File: config.mk
export PLATFORM = sky130hd
export DESIGN_NAME = counting_bloom_filter
export DESIGN_NICKNAME = d
export VERILOG_FILES = /design/src/rtl/bloom_pkg.sv /design/src/rtl/bloom_hash_idx.sv /design/src/rtl/counting_bloom_filter.sv
export SDC_FILE = /design/constraint.sdc
export NUM_CORES = 1
export LEC_CHECK = 0
export CORE_MARGIN = 2
export CORE_UTILIZATION = 45
export CTS_CLUSTER_DIAMETER = 40
export DETAILED_ROUTE_END_ITERATION = 7
export MAX_ROUTING_LAYER = met4
export SYNTH_ARGS = -nofsm -noshare
export SYNTH_HDL_FRONTEND = slang
export SYNTH_HIERARCHICAL = 1
export SYNTH_SLANG_ARGS = --single-unit
File: constraint.sdc
create_clock -name clk -period 8.85 [get_ports clk]
set_clock_uncertainty 0.1 [all_clocks]
set_input_delay 2.2125 -clock clk [delete_from_list [all_inputs] [get_ports clk]]
set_output_delay 2.2125 -clock clk [all_outputs]
set_load 0.005 [all_outputs]
File: src/rtl/bloom_pkg.sv
// Shared definitions for the counting Bloom filter.
//   op_t     : command encoding on op_code
//   state_t  : controller states (also visible on dbg_state)
//   SEED_BYTE: byte replicated across the key width to form the hash seed
//   bloom_idx: bucket index for hash function i of a key
package bloom_pkg;

    typedef enum logic [1:0] {
        OP_INS = 2'b00,
        OP_DEL = 2'b01,
        OP_QRY = 2'b10,
        OP_CLR = 2'b11
    } op_t;

    typedef enum logic [1:0] {
        ST_IDLE  = 2'b00,
        ST_HASH  = 2'b01,
        ST_SWEEP = 2'b10,
        ST_RESP  = 2'b11
    } state_t;

    localparam logic [7:0] SEED_BYTE = 8'hA5;

    // Widest key the index function handles.
    localparam int MAX_D = 256;

    // idx_i = ((key ^ rotl(seed, i)) * (2i+1)) mod bl_size.
    // Rotation is within d_size bits. bl_size is a power of two, so the
    // modulo is a mask; callers keep only the low log2(bl_size) bits.
    function automatic logic [MAX_D-1:0] bloom_idx(
        input logic [MAX_D-1:0] key,
        input int               d_size,
        input int               bl_size,
        input int               i
    );
        logic [MAX_D-1:0] mask;
        logic [MAX_D-1:0] seed;
        logic [MAX_D-1:0] rot;
        logic [MAX_D-1:0] prod;
        mask = {MAX_D{1'b1}} >> (MAX_D - d_size);
        seed = '0;
        for (int k = 0; k < MAX_D / 8; k++) begin
            if (8 * k < d_size) begin
                seed = seed | (MAX_D'(SEED_BYTE) << (8 * k));
            end
        end
        seed = seed & mask;
        rot  = ((seed << i) | (seed >> (d_size - i))) & mask;
        prod = ((key & mask) ^ rot) * MAX_D'(2 * i + 1);
        return prod & MAX_D'(bl_size - 1);
    endfunction

endpackage

File: src/rtl/bloom_hash_idx.sv
// Combinational bucket-index generator, time-shared across hash steps.
//   key  : latched key
//   step : hash function number i
//   idx  : bucket index for (key, i)
module bloom_hash_idx
    import bloom_pkg::*;
#(
    parameter int D_SIZE  = 8,
    parameter int BL_SIZE = 32,
    parameter int SW      = 2
) (
    input  logic [D_SIZE-1:0]          key,
    input  logic [SW-1:0]              step,
    output logic [$clog2(BL_SIZE)-1:0] idx
);

    localparam int IW = $clog2(BL_SIZE);

    logic [MAX_D-1:0] key_ext;

    always_comb begin
        key_ext              = '0;
        key_ext[D_SIZE-1:0]  = key;
        idx = IW'(bloom_idx(key_ext, D_SIZE, BL_SIZE, int'(step)));
    end

endmodule

File: src/rtl/counting_bloom_filter.sv
// Counting Bloom filter: BL_SIZE saturating counters, NUM_HASH hash
// functions evaluated one bucket per cycle.
// Ports:
//   clk, reset            : clock, asynchronous active-high reset
//   op_valid/op_ready     : command handshake; transfer when both are high
//                           on a rising edge. op_ready is high only in IDLE.
//   op_code, data         : operation and key, sampled at transfer
//   resp_valid            : one-cycle pulse; match/underflow valid with it
//   sat_flag              : sticky, some counter reached all-ones
//   bl_out                : registered bucket-nonzero map
//   dbg_state             : current controller state
// Optional (BLOOM_STATS_EN defined): ins_count, occupancy.
module counting_bloom_filter
    import bloom_pkg::*;
#(
    parameter int D_SIZE   = 8,
    parameter int BL_SIZE  = 32,
    parameter int NUM_HASH = 3,
    parameter int CNT_W    = 4
) (
    input  logic                      clk,
    input  logic                      reset,
    input  logic                      op_valid,
    output logic                      op_ready,
    input  logic [1:0]                op_code,
    input  logic [D_SIZE-1:0]         data,
    output logic                      resp_valid,
    output logic                      match,
    output logic                      underflow,
    output logic                      sat_flag,
    output logic [BL_SIZE-1:0]        bl_out,
    output logic [1:0]                dbg_state
`ifdef BLOOM_STATS_EN
    ,
    output logic [15:0]               ins_count,
    output logic [$clog2(BL_SIZE):0]  occupancy
`endif
);

    localparam int IW = $clog2(BL_SIZE);
    localparam int SW = (NUM_HASH > 1) ? $clog2(NUM_HASH) : 1;
    localparam logic [CNT_W-1:0] CMAX       = {CNT_W{1'b1}};
    localparam logic [CNT_W-1:0] CMAX_M1    = CMAX - CNT_W'(1);
    localparam logic [SW-1:0]    STEP_LAST  = SW'(NUM_HASH - 1);
    localparam logic [IW-1:0]    SWEEP_LAST = IW'(BL_SIZE - 1);

    state_t            state, state_nx;
    logic              accept;
    logic [D_SIZE-1:0] key;
    op_t               opc;
    logic [SW-1:0]     step;
    logic [IW-1:0]     sweep;
    logic              pres;
    logic              unf;
    logic [CNT_W-1:0]  cnt [BL_SIZE];
    logic [IW-1:0]     idx;
    logic [CNT_W-1:0]  rd;
    logic              wr_en;
    logic [IW-1:0]     wr_addr;
    logic [CNT_W-1:0]  wr_data;
    logic              sat_set;

    assign dbg_state = state;

    bloom_hash_idx #(
        .D_SIZE  (D_SIZE),
        .BL_SIZE (BL_SIZE),
        .SW      (SW)
    ) u_hash (
        .key  (key),
        .step (step),
        .idx  (idx)
    );

    always_ff @(posedge clk or posedge reset) begin
        if (reset) state <= ST_IDLE;
        else       state <= state_nx;
    end

    always_comb begin
        state_nx = state;
        op_ready = 1'b0;
        case (state)
            ST_IDLE: begin
                op_ready = 1'b1;
                if (op_valid) begin
                    state_nx = (op_code == OP_CLR) ? ST_SWEEP : ST_HASH;
                end
            end
            ST_HASH:  if (step == STEP_LAST)   state_nx = ST_RESP;
            ST_SWEEP: if (sweep == SWEEP_LAST) state_nx = ST_RESP;
            ST_RESP:  state_nx = ST_IDLE;
            default:  state_nx = ST_IDLE;
        endcase
        accept = op_valid && op_ready;
    end

    // Single read port (rd) and single write port per cycle.
    always_comb begin
        rd      = cnt[idx];
        wr_en   = 1'b0;
        wr_addr = idx;
        wr_data = rd;
        sat_set = 1'b0;
        if (state == ST_HASH) begin
            case (opc)
                OP_INS: begin
                    if (rd != CMAX) begin
                        wr_en   = 1'b1;
                        wr_data = rd + CNT_W'(1);
                        sat_set = (rd == CMAX_M1);
                    end
                end
                OP_DEL: begin
                    // Saturated counters are frozen; zero ones flag underflow.
                    if (rd != '0 && rd != CMAX) begin
                        wr_en   = 1'b1;
                        wr_data = rd - CNT_W'(1);
                    end
                end
                default: ;
            endcase
        end else if (state == ST_SWEEP) begin
            wr_en   = 1'b1;
            wr_addr = sweep;
            wr_data = '0;
        end
    end

    always_ff @(posedge clk or posedge reset) begin
        if (reset) begin
            key        <= '0;
            opc        <= OP_QRY;
            step       <= '0;
            sweep      <= '0;
            pres       <= 1'b0;
            unf        <= 1'b0;
            resp_valid <= 1'b0;
            match      <= 1'b0;
            underflow  <= 1'b0;
            sat_flag   <= 1'b0;
            bl_out     <= '0;
            for (int j = 0; j < BL_SIZE; j++) cnt[j] <= '0;
        end else begin
            // RESP is registered so the pulse lands NUM_HASH+1 edges after accept.
            resp_valid <= (state == ST_RESP);
            for (int j = 0; j < BL_SIZE; j++) bl_out[j] <= (cnt[j] != '0);
            if (wr_en)   cnt[wr_addr] <= wr_data;
            if (sat_set) sat_flag     <= 1'b1;
            case (state)
                ST_IDLE: begin
                    if (accept) begin
                        key   <= data;
                        opc   <= op_t'(op_code);
                        step  <= '0;
                        sweep <= '0;
                        pres  <= 1'b1;
                        unf   <= 1'b0;
                    end
                end
                ST_HASH: begin
                    step <= step + SW'(1);
                    pres <= pres & (rd != '0);
                    if (opc == OP_DEL && rd == '0) unf <= 1'b1;
                end
                ST_SWEEP: begin
                    sweep <= sweep + IW'(1);
                    if (sweep == SWEEP_LAST) sat_flag <= 1'b0;
                end
                ST_RESP: begin
                    match     <= pres & (opc != OP_CLR);
                    underflow <= unf & (opc != OP_CLR);
                end
                default: ;
            endcase
        end
    end

`ifdef BLOOM_STATS_EN
    logic [IW:0] pop;

    always_comb begin
        pop = '0;
        for (int j = 0; j < BL_SIZE; j++) pop = pop + {{IW{1'b0}}, bl_out[j]};
    end

    always_ff @(posedge clk or posedge reset) begin
        if (reset) begin
            ins_count <= '0;
            occupancy <= '0;
        end else begin
            if (state == ST_RESP && opc == OP_INS) ins_count <= ins_count + 16'd1;
            if (state == ST_RESP && opc == OP_CLR) ins_count <= '0;
            // bl_out lags the sweep, so hold occupancy at zero until it settles.
            if ((state == ST_SWEEP) || (state == ST_RESP && opc == OP_CLR))
                occupancy <= '0;
            else
                occupancy <= pop;
        end
    end
`endif

endmodule

; ---- Yosys cells after proc, flatten, opt, wreduce, memory -nomap -nowiden
; Index checks and enable logic that the tools add are counted.
[op_classes]
add_sub_neg = 6
multipliers = 1
div_mod_pow = 0
magnitude_cmp = 3
n_eq_ne = 15
shift = 2
mux = 39
n_bitwise = 7
reduce_logical = 47
[op_table]
columns = operator, n
row1 = $mul A8 B256 Y5, 1
row2 = $reduce_bool A4 Y1, 33
row3 = $bwmux W128, 1
row4 = $shr A8 B32 Y8 const A, 1
row5 = $mux W4, 7
row6 = $bmux W4 S5, 1
row7 = $demux W4 S5, 1
row8 = $mux W5, 3
row9 = $mux W1, 14
row10 = $ge A6 B6 Y1 const B, 2
row11 = $not A5 Y6, 2
row12 = $mux W2, 5
row13 = $pmux W5 S2, 1
row14 = $eq A2 B2 Y1 const B, 4
row15 = $ne A2 B2 Y1 const B, 4
row16 = $or A8 B8 Y8, 1
row17 = $pmux W2 S4, 1
row18 = $pmux W4 S2, 1
row19 = $shl A8 B2 Y8 const A, 1
row20 = $xor A8 B8 Y8, 1
row21 = $lt A6 B1 Y1 const B, 1
row22 = $pmux W1 S2, 3
row23 = $reduce_and A2 Y1, 3
row24 = $reduce_and A3 Y1, 2
row25 = 17 further kinds, 26
[word_totals]
register_bits = 185
latch_bits = 0
ram_bits = 0
mem_bits_ro = 0
input_bits = 13
out_inout_bits = 39
wordCells = 164
memories = 0

; ---- Logic depth before layout (Yosys ltp)
[logic_depth]
depth_word = 16
depth_mapped = 24
depth_no_buf = 21

; ---- Cells and area by module
; Netlist, hierarchy kept.
[modules_own_cells]
columns = module, n_inst, cells_each, area_each_um2, seq_area_each_um2
row1 = counting_bloom_filter, 1, 718, 9098.7, 4630.7
row2 = bloom_hash_idx, 1, 31, 292.8, 0.0

; ---- Worst setup path before layout
; OpenSTA, ideal clock, no wires.
[synth_path]
path_type = register to register
start = register step[0]
end = register cnt[124] (netlist name)
setup_time_ns = 0.127
arrival_time_ns = 5.827
required_time_ns = 8.623
setup_slack_ns = 2.795
path_stages_with_launch = 24
path_buffers = 3
period_less_slack_ns = 6.055
cell_sequence = dfrtp_1 inv_1 ha_1 xnor2_1 and2_1 ha_1 inv_1 fa_1 inv_1 fa_1 xnor2_1 xnor2_1 xnor3_1 clkbuf_1 clkbuf_1 a2111oi_0 nor4_1 ha_1 inv_1 o311a_1 a21o_1 buf_2 and3_1 mux2_1
[synth_between]
elab_chain_cells = 15
word_cells_on_any_way = 34
cone_classes = add/sub: 4 / mul: 1 / order compare: 2 / eq/ne: 1 / shift: 2 / mux: 17 / bitwise: 4 / reduce/logical: 3
[synth_rtl]
columns = element, line
row1 = from (decl), counting_bloom_filter.sv:51  ; logic [SW-1:0] step;
row2 = from (signal assigned), counting_bloom_filter.sv:162  ; step <= step + SW'(1);
row3 = $sub A4 B2 Y5, bloom_pkg.sv:48  ; rot = ((seed << i) | (seed >> (d_size - i))) & mask;
row4 = $shr A8 B32 Y8, bloom_pkg.sv:48
row5 = $or A8 B8 Y8, bloom_pkg.sv:48
row6 = $xor A8 B8 Y8, bloom_pkg.sv:49  ; prod = ((key & mask) ^ rot) * MAX_D'(2 * i + 1);
row7 = $mul A8 B256 Y5 *, bloom_pkg.sv:49
row8 = named net idx[4], counting_bloom_filter.sv:56  ; logic [IW-1:0] idx;
row9 = "parallel branches: the longest is 10 deep, another holds $sub A4 B1 Y4", --
row10 = "to (signal, indexed assignment)", counting_bloom_filter.sv:148  ; if (wr_en) cnt[wr_addr] <= wr_data;
row11 = to (decl), counting_bloom_filter.sv:55  ; logic [CNT_W-1:0] cnt [BL_SIZE];
; Mark *: on every way through the listed nets, which the timed path passes. The select of a mux whose other input is x is not followed.
; A chain may end at the register's enable or synchronous reset.

; ---- Final worst setup path
[layout_path]
start = register step[0]
end = register cnt[28] (netlist name)
[layout_between]
elab_chain_cells = 15
word_cells_on_any_way = 34
cone_classes = add/sub: 4 / mul: 1 / order compare: 2 / eq/ne: 1 / shift: 2 / mux: 17 / bitwise: 4 / reduce/logical: 3
[layout_rtl]
columns = element, line
row1 = $sub A4 B2 Y5, bloom_pkg.sv:48
row2 = $shr A8 B32 Y8, bloom_pkg.sv:48
row3 = $or A8 B8 Y8 *, bloom_pkg.sv:48
row4 = $xor A8 B8 Y8 *, bloom_pkg.sv:49
row5 = $mul A8 B256 Y5 *, bloom_pkg.sv:49
row6 = named net idx[0], counting_bloom_filter.sv:56
row7 = "parallel branches: the longest is 10 deep, another holds $sub A4 B1 Y4", --
; Marks and branches as above.

==> reports/qor.yml <==
status: "finished clean"
placed_area_mm2: 0.00992
vias: 6986
dp_slack_ns: 1.80
worst_r2r_path_depth: 23
multi_input_area_mm2: 0.00435
grt_pass1_vias: 7099
setup_viol: 0
cts-root-buf: "clkbuf_16"
vias_per_cell: 6.70
antenna_left: 0
hold_path_depth: 1
grt_pass1_wl_um: 41400
fin_crit_sh_pct: 80.5
hold-path-endpoint: "bl_out[3]$_DFF_PP0_"
final_max_slew_viol_count: 0
cts_num_sinks: 182
min_period_ns: 7.12
hold_class: "reg -> reg"
setup_tns_ns: 0
cts_buffers: 17
dr.pass1.iters: 5
ff_latch_area_mm2: 0.00456
drcViolationCount: 0
port_buffers: 48
cts_tree: "built"
slew_headroom_pct: 27.9
hpwl_um: 16300
clkSlewWorstSetupHoldPaths_ns: 0.07
syn_nets: 778
clockBufferDepth: 2
rr_endpoint: "cnt[28]$_DFFE_PP0P_"
holdCritStartpoint: "cnt[115]$_DFFE_PP0P_"
worstSkewPairLatency_ns: 0.43
layout.cells.non_filler: 1042
maxCapViolations: 0
hold_viol: 0
cts_setup_buffers: 0
synth_area_mm2: 0.00928
startpoint_type: "flip-flop"
syn_to_final_growth_pct: 13.4
grt-ovfl-total: 0
dieArea_mm2: 0.0218
core_area_mm2: 0.0202
crit_fanout: 22
start_util_pct: 45.9
fin_ws_ns: 1.73
drtIter0Drc: 701
cts_hold_buf: 0
avgSynthCellArea_um2: 12.5
post_cts_resized: 0
worstReg2RegStart: "step[0]$_DFFE_PP0P_"
rsz0062_at_grt: "no"
dp.cells: 1009
cp.arrival_ns: 7.33
syn_inst: 743
fillers: 1725
critPathRequiredTime_ns: 9.06
h-tree-depth: 4
antenna_found_initial: 1
gp_congestion: 0.858
fmax_mhz: 140
worst_pin_slew_ns: 1.08
rrSetupSlack_ns: 1.73
num_rows: 52
crit_type: "reg -> reg"
critPathCaptureType: "flip-flop"
die_w_um: 148
wl_per_cell_um: 24.4
grtUsageTotal_pct: 25.2
synth_warnings: 6
final_layout_size_suffix_gt1_share_pct: 17.1
layout.cell_area.non_filler_mm2: 0.0105
io_pins: 52
fin_nets: 793
grt_max_degree: 109
die_h_um: 148
drt-total-wl_um: 25400
## worst max path at each step
stage / from / end / slack [ns] / cells after the start
2_1_floorplan: reset / bl_out[0]$_DFF_PP0_ / 1.60 / 1
3_3_place_gp: step[0]$_DFFE_PP0P_ / cnt[28]$_DFFE_PP0P_ / 2.01 / 23
3_5_place_dp: step[0]$_DFFE_PP0P_ / cnt[28]$_DFFE_PP0P_ / 1.80 / 23
4_1_cts: step[0]$_DFFE_PP0P_ / cnt[28]$_DFFE_PP0P_ / 1.75 / 23
5_1_grt: step[0]$_DFFE_PP0P_ / cnt[28]$_DFFE_PP0P_ / 1.38 / 23
6_report: step[0]$_DFFE_PP0P_ / cnt[28]$_DFFE_PP0P_ / 1.73 / 23
## routing by layer
metal / global-route usage, % / vias to the layer above / share of wire, %
li1: - / 2963 / -
met1: 34.0 / 3661 / 43
met2: 38.5 / 312 / 48
met3: 4.32 / 50 / 5.9
met4: 9.38 / 0 / 2.7
met5: - / - / 0
## metrics by stage
stage                     utilization [%]  hold slack, ns
after floorplan                         -           0.349
after global placement               49.0           0.389
after detailed placement             49.0           0.382
after CTS                            52.0           0.399
after global routing                 52.0           0.432
final                                52.0           0.393
## cell type report
cell class | instances | share of cell area, %
sequential | 182 | 43.3
clock inverter | 10 | 1.11
antenna | 1 | 0.0238
tap | 270 | 3.21
clock buffer | 22 | 4.60
inverter | 19 | 0.725
timing repair buffer | 64 | 5.71
multi-input combinational | 474 | 41.3
## flip-flops by register name, indices dropped and copies added (netlist names)
signal and cells:
bl_out 32, cnt 128, dbg_state 2, key 5, match 1, opc 2
pres 1, resp_valid 1, sat_flag 1, step 2, sweep 5, underflow 1
unf 1
## worst max-delay path, cell delays in order, from the launching register on
cell     delay, ns
dfrtp_1       0.46
inv_1         0.12
ha_1          0.24
xnor2_2       0.12
buf_4         0.38
and2_1        0.19
ha_1          0.15
inv_1         0.06
fa_1          0.51
inv_1         0.06
fa_1          0.44
xnor2_1       0.15
xnor2_1       0.19
xnor3_1       0.66
mux4_2        0.46
mux2i_4       0.34
inv_1         0.08
ha_1          0.29
inv_1         0.16
o311a_1       0.19
a21o_1        0.72
buf_4         0.34
and3_1        0.22
mux2_2        0.34
## layout by cell type (no fill, tap or decap), types with 3 or more instances in the layout
cell and count:
dfrtp_1 181, a31oi_1 69, a32o_1 66, clkdlybuf4s50_1 48, nand3_1 41, and3_1 33, mux4_2 32, or4_1 32
nand2_1 21, mux2_2 19, nor2_1 19, ha_1 19, inv_1 17, clkbuf_16 17, buf_4 16, mux2_1 14
o21ai_0 10, mux2_4 8, a21oi_1 7, mux4_1 6, nand3b_1 6, xnor2_1 5, a22o_1 4, nor3_1 4
mux2i_1 4, nand2b_1 4, and2_1 4, and3_4 4, clkbuf_8 4, or3_1 3, nor2b_1 3, inv_6 3
clkinv_2 3
Power is left out: the tool's default activity adds up to more than one toggle a clock period on the data nets, which glitch-free logic cannot reach.
